<file path="src/rtl/pwm_capture_mc.sv">
// pwm_capture_mc: multi-channel PWM width/period capture.
// Each channel synchronises its pin, applies a polarity, and measures the
// active-phase width and full period in timebase pulses. Counters saturate
// rather than wrap, and a saturated measurement is reported with overflow
// set and the raw pin level, so that 0 % and 100 % duty inputs are visible.
module pwm_capture_mc #(
    parameter int K_NCHAN  = 4,
    parameter int K_DWIDTH = 16
) (
    input  logic                          i_clk,
    input  logic                          i_rst_n,
    input  logic                          i_timebase,
    input  logic [K_NCHAN-1:0]            i_pwm,
    input  logic [K_NCHAN-1:0]            i_polarity,
    input  logic [K_NCHAN-1:0]            i_enable,
    output logic [K_NCHAN-1:0]            o_capture_start,
    output logic [K_NCHAN-1:0]            o_capture_done,
    output logic [K_NCHAN*K_DWIDTH-1:0]   o_width,
    output logic [K_NCHAN*K_DWIDTH-1:0]   o_period,
    output logic [K_NCHAN-1:0]            o_overflow,
    output logic [K_NCHAN-1:0]            o_level
);

    localparam logic [K_DWIDTH-1:0] CNT_MAX = '1;

    typedef enum logic [1:0] {
        ST_IDLE,
        ST_ARMED,
        ST_ACTIVE,
        ST_INACTIVE
    } state_t;

    for (genvar gi = 0; gi < K_NCHAN; gi++) begin : g_chan
        logic                sync1_reg, sync2_reg, sync_d_reg, pol_reg;
        state_t              state_reg, state_next;
        logic [K_DWIDTH-1:0] wcnt_reg, wcnt_next;
        logic [K_DWIDTH-1:0] pcnt_reg, pcnt_next;
        logic [K_DWIDTH-1:0] wlatch_reg, wlatch_next;
        logic [K_DWIDTH-1:0] width_reg, width_next;
        logic [K_DWIDTH-1:0] period_reg, period_next;
        logic                ovf_reg, ovf_next;
        logic                level_reg, level_next;
        logic                start_reg, start_next;
        logic                done_reg, done_next;

        logic                act, act_d, act_edge, inact_edge;
        logic                pol_chg, sat;
        logic [K_DWIDTH-1:0] wcnt_inc, pcnt_inc;

        // Both the current and delayed level use the registered polarity, so a
        // polarity flip by itself never looks like an edge.
        assign act        = sync2_reg ^ pol_reg;
        assign act_d      = sync_d_reg ^ pol_reg;
        assign act_edge   = act & ~act_d;
        assign inact_edge = ~act & act_d;
        assign pol_chg    = i_polarity[gi] ^ pol_reg;

        // A timebase pulse with the period counter already full means the
        // measurement cannot continue without wrapping.
        assign sat      = i_timebase & (pcnt_reg == CNT_MAX);
        assign wcnt_inc = (i_timebase && (wcnt_reg != CNT_MAX)) ? wcnt_reg + 1'b1 : wcnt_reg;
        assign pcnt_inc = (i_timebase && (pcnt_reg != CNT_MAX)) ? pcnt_reg + 1'b1 : pcnt_reg;

        // Channel state, counters, pin synchroniser and result registers.
        always_ff @(posedge i_clk) begin
            if (!i_rst_n) begin
                sync1_reg  <= 1'b0;
                sync2_reg  <= 1'b0;
                sync_d_reg <= 1'b0;
                pol_reg    <= 1'b0;
                state_reg  <= ST_IDLE;
                wcnt_reg   <= '0;
                pcnt_reg   <= '0;
                wlatch_reg <= '0;
                width_reg  <= '0;
                period_reg <= '0;
                ovf_reg    <= 1'b0;
                level_reg  <= 1'b0;
                start_reg  <= 1'b0;
                done_reg   <= 1'b0;
            end else begin
                sync1_reg  <= i_pwm[gi];
                sync2_reg  <= sync1_reg;
                sync_d_reg <= sync2_reg;
                pol_reg    <= i_polarity[gi];
                state_reg  <= state_next;
                wcnt_reg   <= wcnt_next;
                pcnt_reg   <= pcnt_next;
                wlatch_reg <= wlatch_next;
                width_reg  <= width_next;
                period_reg <= period_next;
                ovf_reg    <= ovf_next;
                level_reg  <= level_next;
                start_reg  <= start_next;
                done_reg   <= done_next;
            end
        end

        // Next-state logic: edge tracking, counting and report generation.
        always_comb begin
            state_next  = state_reg;
            wcnt_next   = wcnt_reg;
            pcnt_next   = pcnt_reg;
            wlatch_next = wlatch_reg;
            width_next  = width_reg;
            period_next = period_reg;
            ovf_next    = ovf_reg;
            level_next  = level_reg;
            start_next  = 1'b0;
            done_next   = 1'b0;

            if (!i_enable[gi]) begin
                // Results are left untouched so software can still read them.
                state_next  = ST_IDLE;
                wcnt_next   = '0;
                pcnt_next   = '0;
                wlatch_next = '0;
            end else if ((state_reg != ST_IDLE) && pol_chg) begin
                // The running measurement refers to the old polarity; drop it.
                state_next  = ST_ARMED;
                wcnt_next   = '0;
                pcnt_next   = '0;
                wlatch_next = '0;
            end else begin
                case (state_reg)
                    ST_IDLE: begin
                        state_next = ST_ARMED;
                    end
                    ST_ARMED: begin
                        if (act_edge) begin
                            state_next = ST_ACTIVE;
                            wcnt_next  = '0;
                            pcnt_next  = '0;
                            start_next = 1'b1;
                        end
                    end
                    ST_ACTIVE: begin
                        if (inact_edge) begin
                            // Timebase in the edge cycle still belongs to the active phase.
                            state_next  = ST_INACTIVE;
                            wlatch_next = wcnt_inc;
                            pcnt_next   = pcnt_inc;
                        end else if (sat) begin
                            state_next  = ST_ARMED;
                            width_next  = wcnt_reg;
                            period_next = CNT_MAX;
                            ovf_next    = 1'b1;
                            level_next  = sync2_reg;
                            done_next   = 1'b1;
                            wcnt_next   = '0;
                            pcnt_next   = '0;
                        end else begin
                            wcnt_next = wcnt_inc;
                            pcnt_next = pcnt_inc;
                        end
                    end
                    ST_INACTIVE: begin
                        if (act_edge) begin
                            // Report and immediately start the next period.
                            state_next  = ST_ACTIVE;
                            width_next  = wlatch_reg;
                            period_next = pcnt_inc;
                            ovf_next    = sat;
                            level_next  = sat & sync2_reg;
                            done_next   = 1'b1;
                            start_next  = 1'b1;
                            wcnt_next   = '0;
                            pcnt_next   = '0;
                        end else if (sat) begin
                            state_next  = ST_ARMED;
                            width_next  = wlatch_reg;
                            period_next = CNT_MAX;
                            ovf_next    = 1'b1;
                            level_next  = sync2_reg;
                            done_next   = 1'b1;
                            wcnt_next   = '0;
                            pcnt_next   = '0;
                        end else begin
                            pcnt_next = pcnt_inc;
                        end
                    end
                    default: begin
                        state_next = ST_IDLE;
                    end
                endcase
            end
        end

        assign o_capture_start[gi]                = start_reg;
        assign o_capture_done[gi]                 = done_reg;
        assign o_width[gi*K_DWIDTH +: K_DWIDTH]   = width_reg;
        assign o_period[gi*K_DWIDTH +: K_DWIDTH]  = period_reg;
        assign o_overflow[gi]                     = ovf_reg;
        assign o_level[gi]                        = level_reg;
    end

endmodule

</file>
<file path="config.mk">
export PLATFORM = sky130hd
export DESIGN_NAME = pwm_capture_mc
export DESIGN_NICKNAME = d
export VERILOG_FILES = /design/src/rtl/pwm_capture_mc.sv
export SDC_FILE = /design/constraint.sdc
export NUM_CORES = 1
export LEC_CHECK = 0
export BUFFER_PORTS_ARGS = -buffer_cell sky130_fd_sc_hd__buf_2
export CELL_PAD_IN_SITES_DETAIL_PLACEMENT = 0
export CELL_PAD_IN_SITES_GLOBAL_PLACEMENT = 2
export CORE_MARGIN = 4
export CORE_UTILIZATION = 36
export CTS_CLUSTER_DIAMETER = 30
export DETAILED_ROUTE_END_ITERATION = 16
export PLACE_DENSITY_LB_ADDON = 0.1
export SKIP_LAST_GASP = 1
export SLEW_MARGIN = 20
export SYNTH_ARGS = -nofsm -noshare
export SYNTH_HDL_FRONTEND = slang
export SYNTH_SLANG_ARGS = --single-unit
</file>
<file path="constraint.sdc">
create_clock -name i_clk -period 2.5 [get_ports i_clk]
set_input_delay 0.375 -clock i_clk [delete_from_list [all_inputs] [get_ports i_clk]]
set_output_delay 0.375 -clock i_clk [all_outputs]
set_load 0.02 [all_outputs]
</file>
==> flow_metrics.env <==
export IMPL_status="finished clean"
export IMPL_r2r_cells=7
export IMPL_tns_ns=0
export IMPL_synth_cell_area_mm2=0.0177
export IMPL_cpPeakStageDelay_ns=0.44
export IMPL_synth_edf_count=0
export IMPL_synthCells=2136
export IMPL_grt_max_degree=90
export IMPL_rsz0062_at_grt="false"
export IMPL_p_leak_uw=0.00951
export IMPL_synth_nets=2159
export IMPL_drv_cap=0
export IMPL_clk_path_buf_depth=3
export IMPL_core_area_mm2=0.0481
export IMPL_hold_viol=0
export IMPL_synth_distinct_cells=87
export IMPL_cp_required_ns=2.99
export IMPL_place_congestion=0.844
export IMPL_postSynth_asyncResetShare=0
export IMPL_ant_nets=0
export IMPL_mostFrequentLayoutCell="dfxtp_1"
export IMPL_clk_pin_slew_worst_paths_ns=0.04
export IMPL_drive_gt1_frac=0.221
export IMPL_synth_warnings=0
export IMPL_grt_pass1_vias=16300
export IMPL_worst_pin_slew_ns=1.07
export IMPL_max_freq_mhz=429
export IMPL_slew_viol_final=0
export IMPL_area_growth_pct=29.8
export IMPL_fin_util=0.477
export IMPL_max_vdd_ir_drop_mv=0.596
export IMPL_period_share=0.932
export IMPL_clkSinkCount=360
export IMPL_fin_nets=2380
export IMPL_ys_seq_elements=360
export IMPL_grt_pass1_wl_um=87300
export IMPL_via_per_inst=5.38
export IMPL_min_period_ns=2.33
export IMPL_fillers=4714
export IMPL_startpoint_type="flip-flop"
export IMPL_fin_skew_ns=0.0151
export IMPL_port_buffers=158
export IMPL_vias=16600
export IMPL_setup_worst_path_class="flip-flop to flip-flop"
export IMPL_synth_top_area_frac=0.407
export IMPL_crit_chain="and3b_1, o21a_1, nor3_1, and2_2, buf_4, nand3_1, o211a_1"
export IMPL_dieHeight_um=230
export IMPL_post_cts_setup_buffers=0
export IMPL_setup_violations=0
export IMPL_ys_seq_area_frac=0.407
export IMPL_power_density_mw_per_mm2=820
export IMPL_dieArea_mm2=0.0528
export IMPL_relSlewSlack=0.280
export IMPL_drc=0
export IMPL_postRouteWirelength_um=54000
export IMPL_cp_slowest_cell="dfxtp_1"
export IMPL_crit_fanout=17
export IMPL_cts_tree="done"
export IMPL_drt_pass1_iter_count=5
export IMPL_hold_path_class="primary input to flip-flop"
export IMPL_gr_total_overflow=0
export IMPL_synth_top_area_cell="dfxtp_1"
export IMPL_worstSetupEndpointType="flip-flop"
export IMPL_holdPathStages=2
export IMPL_cts_max_level=3
export IMPL_start_util=0.368
export IMPL_io_pin_count=159
export IMPL_synth_top_cells_by_area="dfxtp_1 (41%), nand3_1 (5.2%), nand2_1 (5.1%)"
export IMPL_track_usage=0.199
export IMPL_drt_iter0_markers=790
export IMPL_syn_avg_cell_area_um2=8.29
export IMPL_antenna_found_initial=0
export IMPL_num_antenna_cells=0
export IMPL_critical_path_arrival_ns=2.82
export IMPL_cts_root_buf="clkbuf_16"
export IMPL_dp_hpwl_um=37400
export IMPL_synth_main_ff_cell="dfxtp_1"
export IMPL_numCtsBuffers=94
export IMPL_rows=80
export IMPL_clk_latency_ns=0.61
export IMPL_die_w_um=230
export IMPL_routedWlPerCell_um=17.5
export IMPL_final_cell_mix="dfxtp_1 (360), nand2_1 (241), nand3_1 (183)"
-- power by group --
part	internal [µW]	switching, µW
sequential	5780	30.4
combinational	133	257
clock	8850	3770
-- repair_timing --
| item | CTS | global route |
|---|---|---|
| setup endpoints to repair | 0 | 53 |
| hold buffers | 4 | 0 |
| endpoints found under the hold margin | 4 | 0 |
| resized for setup | 0 | 5 |
-- synthesized netlist by cell type (7+ instances only) --
cell type  instances
dfxtp_1          360
nand2_1          242
nand3_1          183
o21ai_0          166
a21oi_1          150
nor2_1           134
clkbuf_1          96
o211a_1           68
a31oi_1           54
xor2_1            50
xnor2_1           49
nand4_1           43
buf_2             33
o221a_2           31
nor3_1            29
and2_1            28
buf_4             28
inv_1             25
and3_1            24
a211oi_1          21
and4_1            19
nand2b_1          19
or3_1             19
a22o_1            16
nor2b_1           16
o211ai_1          14
o21ai_1           13
nand3b_1          12
a21o_1            11
nor3b_1           11
mux2i_1           10
nor4_1            10
o31ai_1           10
or2_2             10
a22oi_1            8
ha_1               8
o21a_1             8
and3b_1            7
buf_6              7
-- metrics by stage --
step	cell area, µm²	std cells	power (µW)	hold WS [ns]	setup WS (ns)
detailed placement	19600	2913	6300	0.423	0.0157
global route	23000	3092	19400	0.0461	0.00319
finish	23000	3092	18800	0.0501	0.169
global placement	19600	2913	6300	0.419	0.0416
floorplan	17700	2136	6150	0.412	0.338
CTS	23000	3092	19100	0.0160	0.0155
-- kinds of logic (layout without fill, tap and decap cells) --
logic type / count (synthesis) / after routing / synth area share
and+or+nand+nor: 832 / 832 / 0.236
AOI/OAI and AO/OA: 625 / 625 / 0.240
DFF: 360 / 360 / 0.407
buffers and inverters: 196 / 496 / 0.0529
xor gates and xnor gates: 99 / 99 / 0.0490
muxes: 16 / 16 / 0.00947
adders and majority gates: 8 / 8 / 0.00566
-- layout make-up --
class | count | area, µm² | share of cell area
multi-input combinational | 1580 | 9590 | 0.417
sequential | 360 | 7210 | 0.314
clock buffer | 116 | 2580 | 0.112
timing repair buffer | 296 | 1910 | 0.0833
tap | 656 | 821 | 0.0357
clock inverter | 59 | 771 | 0.0335
inverter | 25 | 93.8 | 0.00408
-- final timing paths --
| path | to | slack (ns) | from |
|---|---|---|---|
| min reg2reg | g_chan[1].sync2_reg | 0.42 | g_chan[1].sync1_reg |
| min | g_chan[2].pol_reg | 0.05 | i_polarity[2] |
| max | g_chan[3].width_reg[15] | 0.17 | g_chan[3].sync_d_reg |
| max reg2reg | g_chan[3].width_reg[15] | 0.17 | g_chan[3].sync_d_reg |
-- worst max-delay path, delay by kind of cell, from the launching register on --
family	cells	cell delay (ns)
buffers and inverters	1	0.26
AO/OA/AOI/OAI	2	0.35
flip-flops	1	0.44
AND/OR/NAND/NOR	4	1.16
-- routing by layer --
metal	vias up	track usage	share of wire
li1	8260	-	-
met4	0	0.0626	0.026
met5	-	0	0
met2	313	0.323	0.46
met1	7951	0.266	0.48
met3	97	0.0405	0.037
(Power assumes the default switching activity.)
